[config.mk]
export PLATFORM = sky130hd
export DESIGN_NAME = stream_fifo_clearable
export DESIGN_NICKNAME = d
export VERILOG_FILES = /design/src/rtl/stream_fifo_clearable.sv
export SDC_FILE = /design/constraint.sdc
export NUM_CORES = 1
export LEC_CHECK = 0
export ABC_AREA = 1
export CORE_UTILIZATION = 51
export CTS_CLUSTER_SIZE = 14
export DETAILED_ROUTE_END_ITERATION = 6
export PLACE_DENSITY = 0.76
export SLEW_MARGIN = 20
export SYNTH_ARGS = -nofsm -noshare
export SYNTH_HDL_FRONTEND = slang
export SYNTH_SLANG_ARGS = --single-unit
[constraint.sdc]
create_clock -name clk_i -period 2.9 [get_ports clk_i]
set_clock_uncertainty 0.1 [all_clocks]
set_input_delay 0.58 -clock clk_i [delete_from_list [all_inputs] [get_ports clk_i]]
set_output_delay 0.58 -clock clk_i [all_outputs]
set_load 0.02 [all_outputs]
[src/rtl/stream_fifo_clearable.sv]
// Single-clock valid/ready FIFO with a clear handshake that flushes the buffer
// and isolates both ports for CLEAR_HOLD cycles. Define STREAM_FIFO_CLEARABLE_DROP_CNT_EN
// to add a saturating 16-bit count of items discarded by clears (drop_cnt_o).
module stream_fifo_clearable #(
    parameter int unsigned DATA_WIDTH = 32,
    parameter int unsigned DEPTH      = 4,
    parameter int unsigned CLEAR_HOLD = 3
) (
    input  logic                         clk_i,
    input  logic                         rst_ni,
    input  logic                         clear_i,
    output logic                         clear_pending_o,
    input  logic [DATA_WIDTH-1:0]        in_data_i,
    input  logic                         in_valid_i,
    output logic                         in_ready_o,
    output logic [DATA_WIDTH-1:0]        out_data_o,
    output logic                         out_valid_o,
    input  logic                         out_ready_i,
`ifdef STREAM_FIFO_CLEARABLE_DROP_CNT_EN
    output logic [15:0]                  drop_cnt_o,
`endif
    output logic [$clog2(DEPTH+1)-1:0]   usage_o
);

    localparam int unsigned PTR_W = $clog2(DEPTH);
    localparam int unsigned USE_W = $clog2(DEPTH+1);
    localparam int unsigned CNT_W = (CLEAR_HOLD > 1) ? $clog2(CLEAR_HOLD) : 1;

    typedef logic [PTR_W-1:0] ptr_t;
    typedef logic [USE_W-1:0] use_t;
    typedef logic [CNT_W-1:0] cnt_t;
    typedef enum logic {RUN = 1'b0, HOLD = 1'b1} state_e;

    state_e                state_q, state_d;
    ptr_t                  wr_ptr_q, wr_ptr_d;
    ptr_t                  rd_ptr_q, rd_ptr_d;
    use_t                  usage_q, usage_d;
    cnt_t                  hold_cnt_q, hold_cnt_d;
    logic [DATA_WIDTH-1:0] out_data_q, out_data_d;
    logic [DATA_WIDTH-1:0] mem_q [DEPTH];

    logic in_ready, out_valid, push, pop, full, empty;

`ifdef STREAM_FIFO_CLEARABLE_DROP_CNT_EN
    logic [15:0] drop_cnt_q, drop_cnt_d;

    function automatic logic [15:0] sat_add(input logic [15:0] acc, input use_t inc);
        logic [16:0] sum;
        sum = {1'b0, acc} + 17'(inc);
        return sum[16] ? 16'hFFFF : sum[15:0];
    endfunction
`endif

    function automatic ptr_t ptr_inc(input ptr_t p);
        return (p == ptr_t'(DEPTH-1)) ? '0 : ptr_t'(p + ptr_t'(1));
    endfunction

    assign full  = (usage_q == use_t'(DEPTH));
    assign empty = (usage_q == '0);

    always_comb begin
        state_d    = state_q;
        wr_ptr_d   = wr_ptr_q;
        rd_ptr_d   = rd_ptr_q;
        usage_d    = usage_q;
        hold_cnt_d = hold_cnt_q;
        out_data_d = out_data_q;
        in_ready   = 1'b0;
        out_valid  = 1'b0;
        push       = 1'b0;
        pop        = 1'b0;
`ifdef STREAM_FIFO_CLEARABLE_DROP_CNT_EN
        drop_cnt_d = drop_cnt_q;
`endif
        case (state_q)
            RUN: begin
                in_ready  = !full && !clear_i;
                out_valid = !empty && !clear_i;
                push      = in_valid_i && in_ready;
                pop       = out_valid && out_ready_i;
                if (clear_i) begin
                    wr_ptr_d   = '0;
                    rd_ptr_d   = '0;
                    usage_d    = '0;
                    hold_cnt_d = cnt_t'(CLEAR_HOLD-1);
                    state_d    = HOLD;
`ifdef STREAM_FIFO_CLEARABLE_DROP_CNT_EN
                    drop_cnt_d = sat_add(drop_cnt_q, usage_q);
`endif
                end else begin
                    if (push) wr_ptr_d = ptr_inc(wr_ptr_q);
                    if (pop)  rd_ptr_d = ptr_inc(rd_ptr_q);
                    case ({push, pop})
                        2'b10:   usage_d = usage_q + use_t'(1);
                        2'b01:   usage_d = usage_q - use_t'(1);
                        default: usage_d = usage_q;
                    endcase
                    // Register the next head; a lone item written this cycle is forwarded
                    // from the input since the memory write lands on the same edge.
                    if (usage_d != '0)
                        out_data_d = (push && (wr_ptr_q == rd_ptr_d)) ? in_data_i : mem_q[rd_ptr_d];
                end
            end
            HOLD: begin
                if (clear_i) begin
                    hold_cnt_d = cnt_t'(CLEAR_HOLD-1);
`ifdef STREAM_FIFO_CLEARABLE_DROP_CNT_EN
                    drop_cnt_d = sat_add(drop_cnt_q, usage_q);
`endif
                end else if (hold_cnt_q == '0) begin
                    state_d = RUN;
                end else begin
                    hold_cnt_d = hold_cnt_q - cnt_t'(1);
                end
            end
            default: state_d = RUN;
        endcase
    end

    always_ff @(posedge clk_i or negedge rst_ni) begin
        if (!rst_ni) begin
            state_q    <= RUN;
            wr_ptr_q   <= '0;
            rd_ptr_q   <= '0;
            usage_q    <= '0;
            hold_cnt_q <= '0;
            out_data_q <= '0;
`ifdef STREAM_FIFO_CLEARABLE_DROP_CNT_EN
            drop_cnt_q <= '0;
`endif
        end else begin
            state_q    <= state_d;
            wr_ptr_q   <= wr_ptr_d;
            rd_ptr_q   <= rd_ptr_d;
            usage_q    <= usage_d;
            hold_cnt_q <= hold_cnt_d;
            out_data_q <= out_data_d;
`ifdef STREAM_FIFO_CLEARABLE_DROP_CNT_EN
            drop_cnt_q <= drop_cnt_d;
`endif
        end
    end

    // Storage carries no reset; stale contents are never exposed because out_data_q gates them.
    always_ff @(posedge clk_i) begin
        if (push) mem_q[wr_ptr_q] <= in_data_i;
    end

    assign in_ready_o      = in_ready;
    assign out_valid_o     = out_valid;
    assign out_data_o      = out_data_q;
    assign usage_o         = usage_q;
    assign clear_pending_o = (state_q == HOLD);
`ifdef STREAM_FIFO_CLEARABLE_DROP_CNT_EN
    assign drop_cnt_o      = drop_cnt_q;
`endif

    a_usage_range: assert property (@(posedge clk_i) disable iff (!rst_ni) usage_q <= use_t'(DEPTH));
    a_no_overflow: assert property (@(posedge clk_i) disable iff (!rst_ni) push |-> !full);
    a_no_underflow: assert property (@(posedge clk_i) disable iff (!rst_ni) pop |-> !empty);

endmodule
# Word level (Yosys, flattened, before mapping)

Memory sizes are Yosys's and may differ from the RTL's. A register that Yosys moved wholly into a read port is not among the register bits.
Index checks and enable logic that the tools add are counted.

Bits in registers: 10
Word-level logic and storage cells: 60
Input bits: 37
Memories kept: 1
Bits in writable memories: 128

Memories:

| memory | words | bits a word | rd ports | clocked after Yosys merged registers in | write ports | RTL line | source |
|---|---|---|---|---|---|---|---|
| mem_q  | 4     | 32          | 1        | 1                                       | 1           | 40       | `logic [DATA_WIDTH-1:0] mem_q [DEPTH];` |

Add/subtract/negate cells: 5
Bitwise logic cells: 2
Eq/ne operators: 7
Reductions and logical operators: 15
Muxes and demuxes: 25

Operator list:

| cell                  | number |
|---|---|
| $mux W2               | 11 |
| $mux W3               | 3 |
| $mux W1               | 8 |
| $eq A2 B2 Y1 const B  | 3 |
| $pmux W3 S2           | 1 |
| $add A2 B1 Y2 const B | 2 |
| $logic_and A1 B1 Y1   | 4 |
| $logic_not A1 Y1      | 4 |
| $pmux W2 S2           | 1 |
| $reduce_and A2 Y1     | 2 |
| $add A3 B1 Y3 const B | 1 |
| $eq A3 B3 Y1 const B  | 1 |
| $logic_not A3 Y1      | 1 |
| $ne A3 B3 Y1 const B  | 1 |
| $reduce_and A3 Y1     | 1 |
| $reduce_bool A3 Y1    | 1 |
| $sub A3 B1 Y3 const B | 1 |
| $eq A2 B1 Y1 const B  | 1 |
| $logic_not A2 Y1      | 1 |
| $ne A2 B2 Y1 const B  | 1 |
| $not A1 Y1            | 2 |
| $pmux W1 S2           | 1 |
| $reduce_bool A2 Y1    | 1 |
| $sub A2 B1 Y2 const B | 1 |

# Depth between registers and ports, before layout

Gate-level depths: netlist of the first run.

Word-level depth: 10
Gate-level depth with buffers: 15
Mapped depth without buffers: 14

# Worst setup path after synthesis of the first run

Ideal clock, no wire load.

Path type: register -> register
Start: register usage_q[0] (netlist: usage_o[0])
End: memory mem_q[1][0], enable pin
Cell stages (with the launch flop): 7
Path buffers: 0
Data required time: 2.379 ns
Setup slack: -0.021 ns
Data arrival time: 2.400 ns
Path through: dfrtp_1 > nor2_4 > nand2_1 > nand3_2 > nor2_2 > inv_1 > nor2_1

Cells in the longest elaborated chain, start to end: 7

Ends and longest elaborated chain:

| item                          | RTL line | source |
|---|---|---|
| start: declaration            | 37       | `use_t usage_q, usage_d;` |
| start signal: assignment      | 135      | `usage_q <= usage_d;` |
| $eq A3 B3 Y1                  | 58       | `assign full = (usage_q == use_t'(DEPTH));` |
| $logic_not A1 Y1              | 77       | `in_ready = !full && !clear_i;` |
| $logic_and A1 B1 Y1           | 77       |  |
| $logic_and A1 B1 Y1           | 79       | `push = in_valid_i && in_ready;` |
| $mux W1                       | 75       | `case (state_q)` |
| $mux W1                       | 146      | `if (push) mem_q[wr_ptr_q] <= in_data_i;` |
| $mux W1 (implied by the code) | 146      |  |
| end: declaration              | 40       |  |

Every way passes these cells.

# Final worst setup path of the first run

Start: input port clear_i
End: register out_data_q[30] (netlist: out_data_o[30]) (read register of mem_q)

Cells in the longest elaborated chain, start to end: 9
Elaborated cells on any way between the ends: 16
Classes of those cells: 2 x eq/ne; 6 x mux; 1 x bitwise; 7 x reduce/logical

Ends and longest elaborated chain:

| item                                          | RTL line | source |
|---|---|---|
| start: declaration                            | 11       | `input logic clear_i,` |
| $logic_not A1 Y1                              | 77, 78   |  |
| $logic_and A1 B1 Y1, on equally long branches | 78, 77   |  |
| $logic_and A1 B1 Y1, on equally long branches | 80, 79   |  |
| $eq A2 B1 Y1 or $eq A2 B2 Y1 (tied branches)  | 93       | `case ({push, pop})` |
| $pmux W3 S2                                   | 93       |  |
| $mux W3                                       | 81       | `if (clear_i) begin` |
| $mux W3                                       | 75       |  |
| $reduce_bool A3 Y1                            | 100      | `if (usage_d != '0)` |
| $reduce_and A3 Y1 (no line)                   | -        |  |
| end: declaration                              | 39       | `logic [DATA_WIDTH-1:0] out_data_q, out_data_d;` |

Several ways; a longest one is shown, not always the timed one. The select of a mux whose other input is x is not followed.
A chain may end at the register's enable or synchronous reset.

==> results of run 1 <==
path summary, 6_finish.rpt:
check / cells past startpoint / slack, ps / end
max: 13 / 150 / out_data_o[30]$_DFFE_PN0P_
max in group asynchronous: 3 / 1480 / out_data_o[4]$_DFFE_PN0P_
min in group asynchronous: 2 / 460 / out_data_o[16]$_DFFE_PN0P_
max reg2reg: 13 / 210 / out_data_o[30]$_DFFE_PN0P_
min reg2reg: 2 / 380 / out_data_o[24]$_DFFE_PN0P_
min: 2 / 380 / out_data_o[24]$_DFFE_PN0P_
cell type report:
| class | instances | area [um^2] |
|---|---|---|
| clock buffer | 21 | 440.4 |
| fill | 1038 | 4926 |
| clock inverter | 11 | 121.4 |
| tap | 180 | 225.2 |
| multi-input combinational | 452 | 2173 |
| timing repair buffer | 117 | 1116 |
| sequential | 170 | 4895 |
| inverter | 53 | 198.9 |
Yosys cell counts:
cell	number	area, um^2
nand3_1	195	975.9
inv_1	51	191.4
o22ai_1	2	12.51
nand2_1	207	777.0
nand2_8	1	20.02
inv_2	2	7.510
clkbuf_1	12	45.04
nand2_2	2	12.51
edfxtp_1	128	3844
ha_1	7	87.58
buf_2	22	110.1
buf_4	2	15.01
o21ai_0	7	35.03
fa_1	1	20.02
nand3_2	3	30.03
o21ai_2	1	8.760
dfrtp_1	42	1051
nor2_2	2	12.51
buf_6	3	33.78
xnor2_1	1	8.760
a21oi_1	6	30.03
nor2_4	3	33.78
xor2_1	1	8.760
nor2_1	7	26.28
o211ai_1	1	7.510
nand2_4	5	56.30
report_power, final:
group / leakage [nW] / total [mW] / internal (mW) / switching [mW]
clock: 0.261 / 2.18 / 1.26 / 0.921
sequential: 1.67 / 3.18 / 2.96 / 0.221
combinational: 1.92 / 3.69 / 1.39 / 2.30
total: 3.85 / 9.06 / 5.61 / 3.44
critical path: stages:
cell	delay, ps
clkdlybuf4s50_1	540
nor2_4	80
nand2_8	70
inv_2	30
ha_1	210
fa_1	380
o21ai_0	230
xor2_1	180
nand2_1	90
nand3_1	140
buf_4	270
nand3_1	130
nand2_1	70
placed cells by master (no fill, tap or decap), types with 3 or more instances in the layout:
| cell type | netlist | routed |
|---|---|---|
| buf_4 | 2 | 38 |
| nand3_2 | 3 | 3 |
| dfrtp_1 | 42 | 42 |
| inv_1 | 51 | 51 |
| buf_12 | 0 | 4 |
| clkinvlp_4 | 0 | 4 |
| nor2_4 | 3 | 3 |
| nor2_1 | 7 | 3 |
| ha_1 | 7 | 7 |
| nand2_4 | 5 | 5 |
| nand3_1 | 195 | 195 |
| a21oi_1 | 6 | 6 |
| edfxtp_1 | 128 | 128 |
| o21ai_0 | 7 | 7 |
| clkbuf_16 | 0 | 17 |
| nor2_2 | 2 | 6 |
| nand2_1 | 207 | 207 |
| clkdlybuf4s50_1 | 0 | 71 |
| clkbuf_1 | 12 | 4 |
layer usage:
metal  track usage, %  vias up  part of all wire, %
met4            11.36        0                  2.0
met2            44.98      291                   51
met1            31.25     2753                   39
met5                0        -                    0
li1                 -     2623                    -
met3            5.166       34                  7.7
registers in the layout, summed over array words and instances (netlist names):
signal           count
mem_q              128
out_data_o          32
usage_o              3
hold_cnt_q           2
rd_ptr_q             2
wr_ptr_q             2
clear_pending_o      1
through the flow:
stage	power [mW]	hold slack [ps]	utilization [%]
final	9.058	378.5	65.05
after global routing	9.560	406.4	65.05
after CTS	9.071	382.6	65.02
after detailed placement	6.869	365.4	60.96
after global placement	6.774	364.3	60.96
after floorplan	5.464	184.4	-
kinds of logic (layout without fill, tap and decap cells):
kind of cell,count (synthesis),after routing
fa+ha+maj,8,8
flops,170,170
compound gates,17,17
simple gates,425,425
xor+xnor,2,2
buf+inv,92,202
repair_timing:
item | 4_1_cts | 5_1_grt
hold buffers | 1 | 0
endpoints found under the hold margin | 10 | 0
resized for setup | 0 | 2
setup endpoints to repair | 0 | 2
==> results by group, run 1 <==
Status
  • Status: complete, no violations

Clock tree
  • Clock-pin slew on the worst setup and hold paths: roughly 60 ps
  • Max clock buf depth: 2
  • H-tree levels: 4
  • Root Driver: clkbuf_16
  • CTS tree: done
  • Post-CTS setup buffer count: 0
  • Cts bufs inserted: 17
  • Clk_lat worst skew: 430 ps
  • Clk sink count: 170

STA
  • Min Clock Period, post-route: 2745 ps
  • RSZ-0062 raised after global routing: false
  • Worst slew margin relative to its limit: 69.17%
  • Final slew viol count: 0
  • Final period utilization: roughly 95%
  • Tightest Pin Transition: 462.4 ps
  • Peak Freq: 364.3 MHz
  • Final worst slack: 154.8 ps
  • Hold Vio Cnt, Final: 0
  • Final setup viols: 0
  • Setup TNS: 0 ps

Floorplan
  • Die width: 123.0 um
  • DIE HEIGHT: roughly 120 um
  • Initial Util: 52.93%
  • # rows: 43
  • Core Region: 14100 um^2
  • Die area: around 15000 um^2
  • Io pins: 75

Setup path
  • CP required: 3170 ps
  • Worst EP arrival: between 3000 and 4000 ps
  • Crit Path Class: in2reg
  • Startpoint Class: input port
  • Largest fanout on the critical path: 16
  • Critical Path Source: clear_i
  • RR Startpoint: usage_o[1]$_DFFE_PN0N_
  • CP endpoint kind: flop

Drt
  • Vias per cell: 5.678
  • Vias: 5701
  • Final wirelength: 18130 um
  • Final ANT Viol Nets: 0
  • Wirelength per Cell: 18.06 um
  • Drt initial violations: 414
  • Residual DRC count: 0
  • Drt first pass iters: 7

Placed design
  • DP Worst Slack: -262.4 ps
  • Placement Cell Area: 8593 um^2
  • Global placer's final weighted congestion: 0.8307
  • Dpl hpwl: between 10000 and 15000 um
  • Placed cells: 971
  • IO Port Bufs: 74

Power and ir drop
  • Leakage: 3.851 nW
  • Power per Cell Area: 987.8 nW/um^2
  • Worst VDD drop: 0.5806 mV

Worst hold path
  • Worst hold path class: reg2reg
  • Hold Crit Start: out_data_o[24]$_DFFE_PN0P_

Logic synthesis
  • Synth warnings: 0
  • Yosys reg bits: 170
  • Synthesized area per cell: 10.45 um^2
  • Sequential-to-total area share from yosys stat: 65.60%
  • Synth Area in Compound Gates: 1.258%
  • Largest family of logic cells by synthesized area: simple AND/OR/NAND/NOR gates
  • Synth Net Count: 759
  • Mapped Cells: a little over 700
  • Synth Area in Simple Gates: a little over a quarter
  • XOR/XNOR Fraction of Synth Area: 0.2348%
  • Cell Area, Synth: approximately 7500 um^2
  • Mux contribution to synthesized area: 0%
  • Synth cell types: 26
  • Synth Area in Adders: 1.442%

Final layout
  • Layout cells sized above 1: 11.29%
  • Cell area after layout: between 9000 and 10000 um^2
  • Fin nets: 856
  • ANT cells: 0
  • P&R area growth vs syn: 22.91%
  • Layout Cells excl Fill: approximately 1000

GRT
  • Overflow after GRT: 0
  • Largest net degree at the start of global routing: 33
  • Number of global-route vias before repair: 5669
  • Initial antenna violation count: 0
  • GRT Total Usage: 25.89%
  • First-pass GRT wire length: 28520 um

Job
  • # Max-Cap Violations: 0
Power figures use the tool's default switching activity.
==> run 2: changes to the inputs <==
CAP_MARGIN = 20   (was not set)
CELL_PAD_IN_SITES_DETAIL_PLACEMENT = 1   (was not set)
CELL_PAD_IN_SITES_GLOBAL_PLACEMENT = 2   (was not set)
CORE_UTILIZATION = 33   (was 51)
GPL_TIMING_DRIVEN = 0   (was not set)
PLACE_DENSITY = not set   (was 0.76)
PLACE_DENSITY_LB_ADDON = 0.1   (was not set)
==> run 2 against run 1 <==
The flow now finishes with violations (design-rule violations). Fmax down 1.6%. First-iteration DRC count down 44%. Clock power about the same. Largest cell class unchanged. Largest power group unchanged.
==> results by group, run 2 (same netlist as run 1, synthesis figures left out) <==
Status
  • Status: finished, violations left (was complete, no violations)
  • Failing checks: design-rule violations

GRT
  • GRT Total Usage: 19.88% (was 25.89%)
  • Number of global-route vias before repair: 5925 (was 5669)
  • First-pass GRT wire length: 34560 um (was 28520 um)
  • Largest net degree at the start of global routing: 43 (was 33)
  • Initial antenna violation count: 0 (unchanged)
  • Overflow after GRT: 0 (unchanged)

STA
  • Worst slew margin relative to its limit: 55.14% (was 69.17%)
  • Hold WS: 81.05 ps (was 378.5 ps)
  • Tightest Pin Transition: 671.3 ps (was 462.4 ps)
  • Final setup viols: 0 (unchanged)
  • Setup TNS: 0 ps (unchanged)
  • Final period utilization: 96.21% (was 94.66%)
  • Final slew viol count: 0 (unchanged)
  • RSZ-0062 raised after global routing: false (unchanged)
  • Min Clock Period, post-route: 2790 ps (was 2745 ps)
  • Hold Vio Cnt, Final: 0 (unchanged)
  • Final worst slack: 110.0 ps (was 154.8 ps)
  • Peak Freq: 358.4 MHz (was 364.3 MHz)

Placed design
  • Global placer's final weighted congestion: 0.7845 (was 0.8307)
  • IO Port Bufs: 74 (unchanged)
  • Dpl hpwl: 14080 um (was 11070 um)
  • Placement Cell Area: 8710 um^2 (was 8593 um^2)
  • DP Worst Slack: -1318 ps (was -262.4 ps)
  • Placed cells: 1073 (was 971)

Power and ir drop
  • Worst VDD drop: 0.3921 mV (was 0.5806 mV)
  • Power after layout: 9.218 mW (was 9.058 mW)
  • Power per Cell Area: 973.6 nW/um^2 (was 987.8 nW/um^2)
  • Leakage: 3.876 nW (was 3.851 nW)

Setup path
  • Crit-path max cell delay: 450 ps (was 540 ps)
  • Slowest CP cell: clkdlybuf4s50_1 (unchanged)
  • RR Startpoint: usage_o[1]$_DFFE_PN0N_ (unchanged)
  • Worst EP arrival: 3010 ps (was 3020 ps)
  • CP required: 3120 ps (was 3170 ps)
  • Crit Path Class: in2reg (unchanged)
  • Reg-to-Reg End: out_data_o[15]$_DFFE_PN0P_ (was out_data_o[30]$_DFFE_PN0P_)
  • Largest fanout on the critical path: 10 (was 16)
  • CP Cell Sequence: clkdlybuf4s50_1 -> inv_1 -> nor2_4 -> nand2_8 -> inv_2 -> ha_4 -> fa_2 -> o211ai_1 -> nand3_4 -> buf_12 -> clkbuf_8 -> nand3_1 -> nand2_1 (was clkdlybuf4s50_1 -> nor2_4 -> nand2_8 -> inv_2 -> ha_1 -> fa_1 -> o21ai_0 -> xor2_1 -> nand2_1 -> nand3_1 -> buf_4 -> nand3_1 -> nand2_1)
  • Buf/Inv on CP: 5 (was 3)
  • CP endpoint kind: flop (unchanged)
  • Worst Reg-to-Reg Cells: 15 (was 13)
  • Startpoint Class: input port (unchanged)
  • Worst R2R Setup Slack: 160 ps (was 210 ps)
  • Top delay family on crit path: buffers and inverters (unchanged)

Final layout
  • Commonest non-fill, non-tap cells in the layout: nand2_1 (207), nand3_1 (194), edfxtp_1 (128) (was nand2_1 (207), nand3_1 (195), edfxtp_1 (128))
  • Max reg flops: 128 (unchanged)
  • Cell area after layout: 9468 um^2 (was 9170 um^2)
  • Layout cells sized above 1: 12.95% (was 11.29%)
  • Fin nets: 866 (was 856)
  • ANT cells: 0 (unchanged)
  • Largest Register: mem_q (unchanged)
  • Layout Cells excl Fill: 1114 (was 1004)
  • P&R area growth vs syn: 26.90% (was 22.91%)
  • Commonest non-fill, non-tap cell in the layout: nand2_1 (unchanged)
  • Post-layout util: 42.98% (was 65.05%)

Worst hold path
  • Worst hold path class: in2async (was reg2reg)

Drt
  • Final wirelength: 21890 um (was 18130 um)
  • Drt initial violations: 232 (was 414)
  • Residual DRC count: 4 (was 0)
  • Wirelength per Cell: 19.65 um (was 18.06 um)
  • Vias: 5567 (was 5701)
  • Vias per cell: 4.997 (was 5.678)
  • Final ANT Viol Nets: 0 (unchanged)
  • Drt first pass iters: 7 (unchanged)

Clock tree
  • Max clock buf depth: 2 (unchanged)
  • Clock-pin slew on the worst setup and hold paths: 70 ps (was 60 ps)
  • CTS tree: done (unchanged)
  • Clk sink count: 170 (unchanged)
  • H-tree levels: 4 (unchanged)
  • Root Driver: clkbuf_16 (unchanged)
  • Cts bufs inserted: 17 (unchanged)
  • Hold_buf cts: 0 (was 1)
  • Clk_lat worst skew: 430 ps (about the same)

Floorplan
  • Die width: 152.4 um (was 123.0 um)
  • Core Region: 22030 um^2 (was 14100 um^2)
  • DIE HEIGHT: 152.4 um (was 123.0 um)
  • Initial Util: 33.87% (was 52.93%)
  • # rows: 54 (was 43)
  • Die area: 23210 um^2 (was 15120 um^2)
  • Io pins: 75 (unchanged)

Job
  • # Max-Cap Violations: 0 (unchanged)
-- run 2: what timing repair did --
item,in CTS,in global routing
pin swaps,1,3
gates resized for setup,30,3
cloned,1,0
setup buffers,4,4
setup endpoints to repair,34,31
endpoints found under the hold margin,0,0
-- run 2: power breakdown --
| group | internal (mW) | switching, mW |
|---|---|---|
| Combinational | 1.44 | 2.44 |
| Sequential | 2.96 | 0.195 |
| Clock | 1.19 | 0.992 |
-- run 2: final cells by class --
class,count,area (um^2)
flip-flops and latches,170,4897
well taps,280,350.3
plain buffers,39,286.5
fillers,2428,12560
clock buffers,19,432.9
clock inverters,13,122.6
repair buffers,88,953.4
multi-input cells,452,2221
inverters,53,203.9
-- run 2: worst max path at each step --
stage | start | end | slack [ps] | cells after the start
global placement | clear_i | mem_q[1][4]$_DFFE_PP_ | -2230 | 6
CTS | out_ready_i | out_data_o[2]$_DFFE_PN0P_ | 30 | 16
detailed placement | clear_i | out_data_o[2]$_DFFE_PN0P_ | -1320 | 15
floorplan | usage_o[0]$_DFFE_PN0N_ | mem_q[1][0]$_DFFE_PP_ | -20 | 6
finish | out_ready_i | out_data_o[15]$_DFFE_PN0P_ | 110 | 13
global route | out_ready_i | out_data_o[25]$_DFFE_PN0P_ | 6 | 13
-- run 2: per-layer routing --
layer  GRT usage, %  up-vias  share of wire [%]
li1               -     2648                  -
met1          26.72     2777                 46
met2          32.81      118                 49
met3          3.584       24                3.8
met4          5.831        0                1.4
met5              0        -                  0
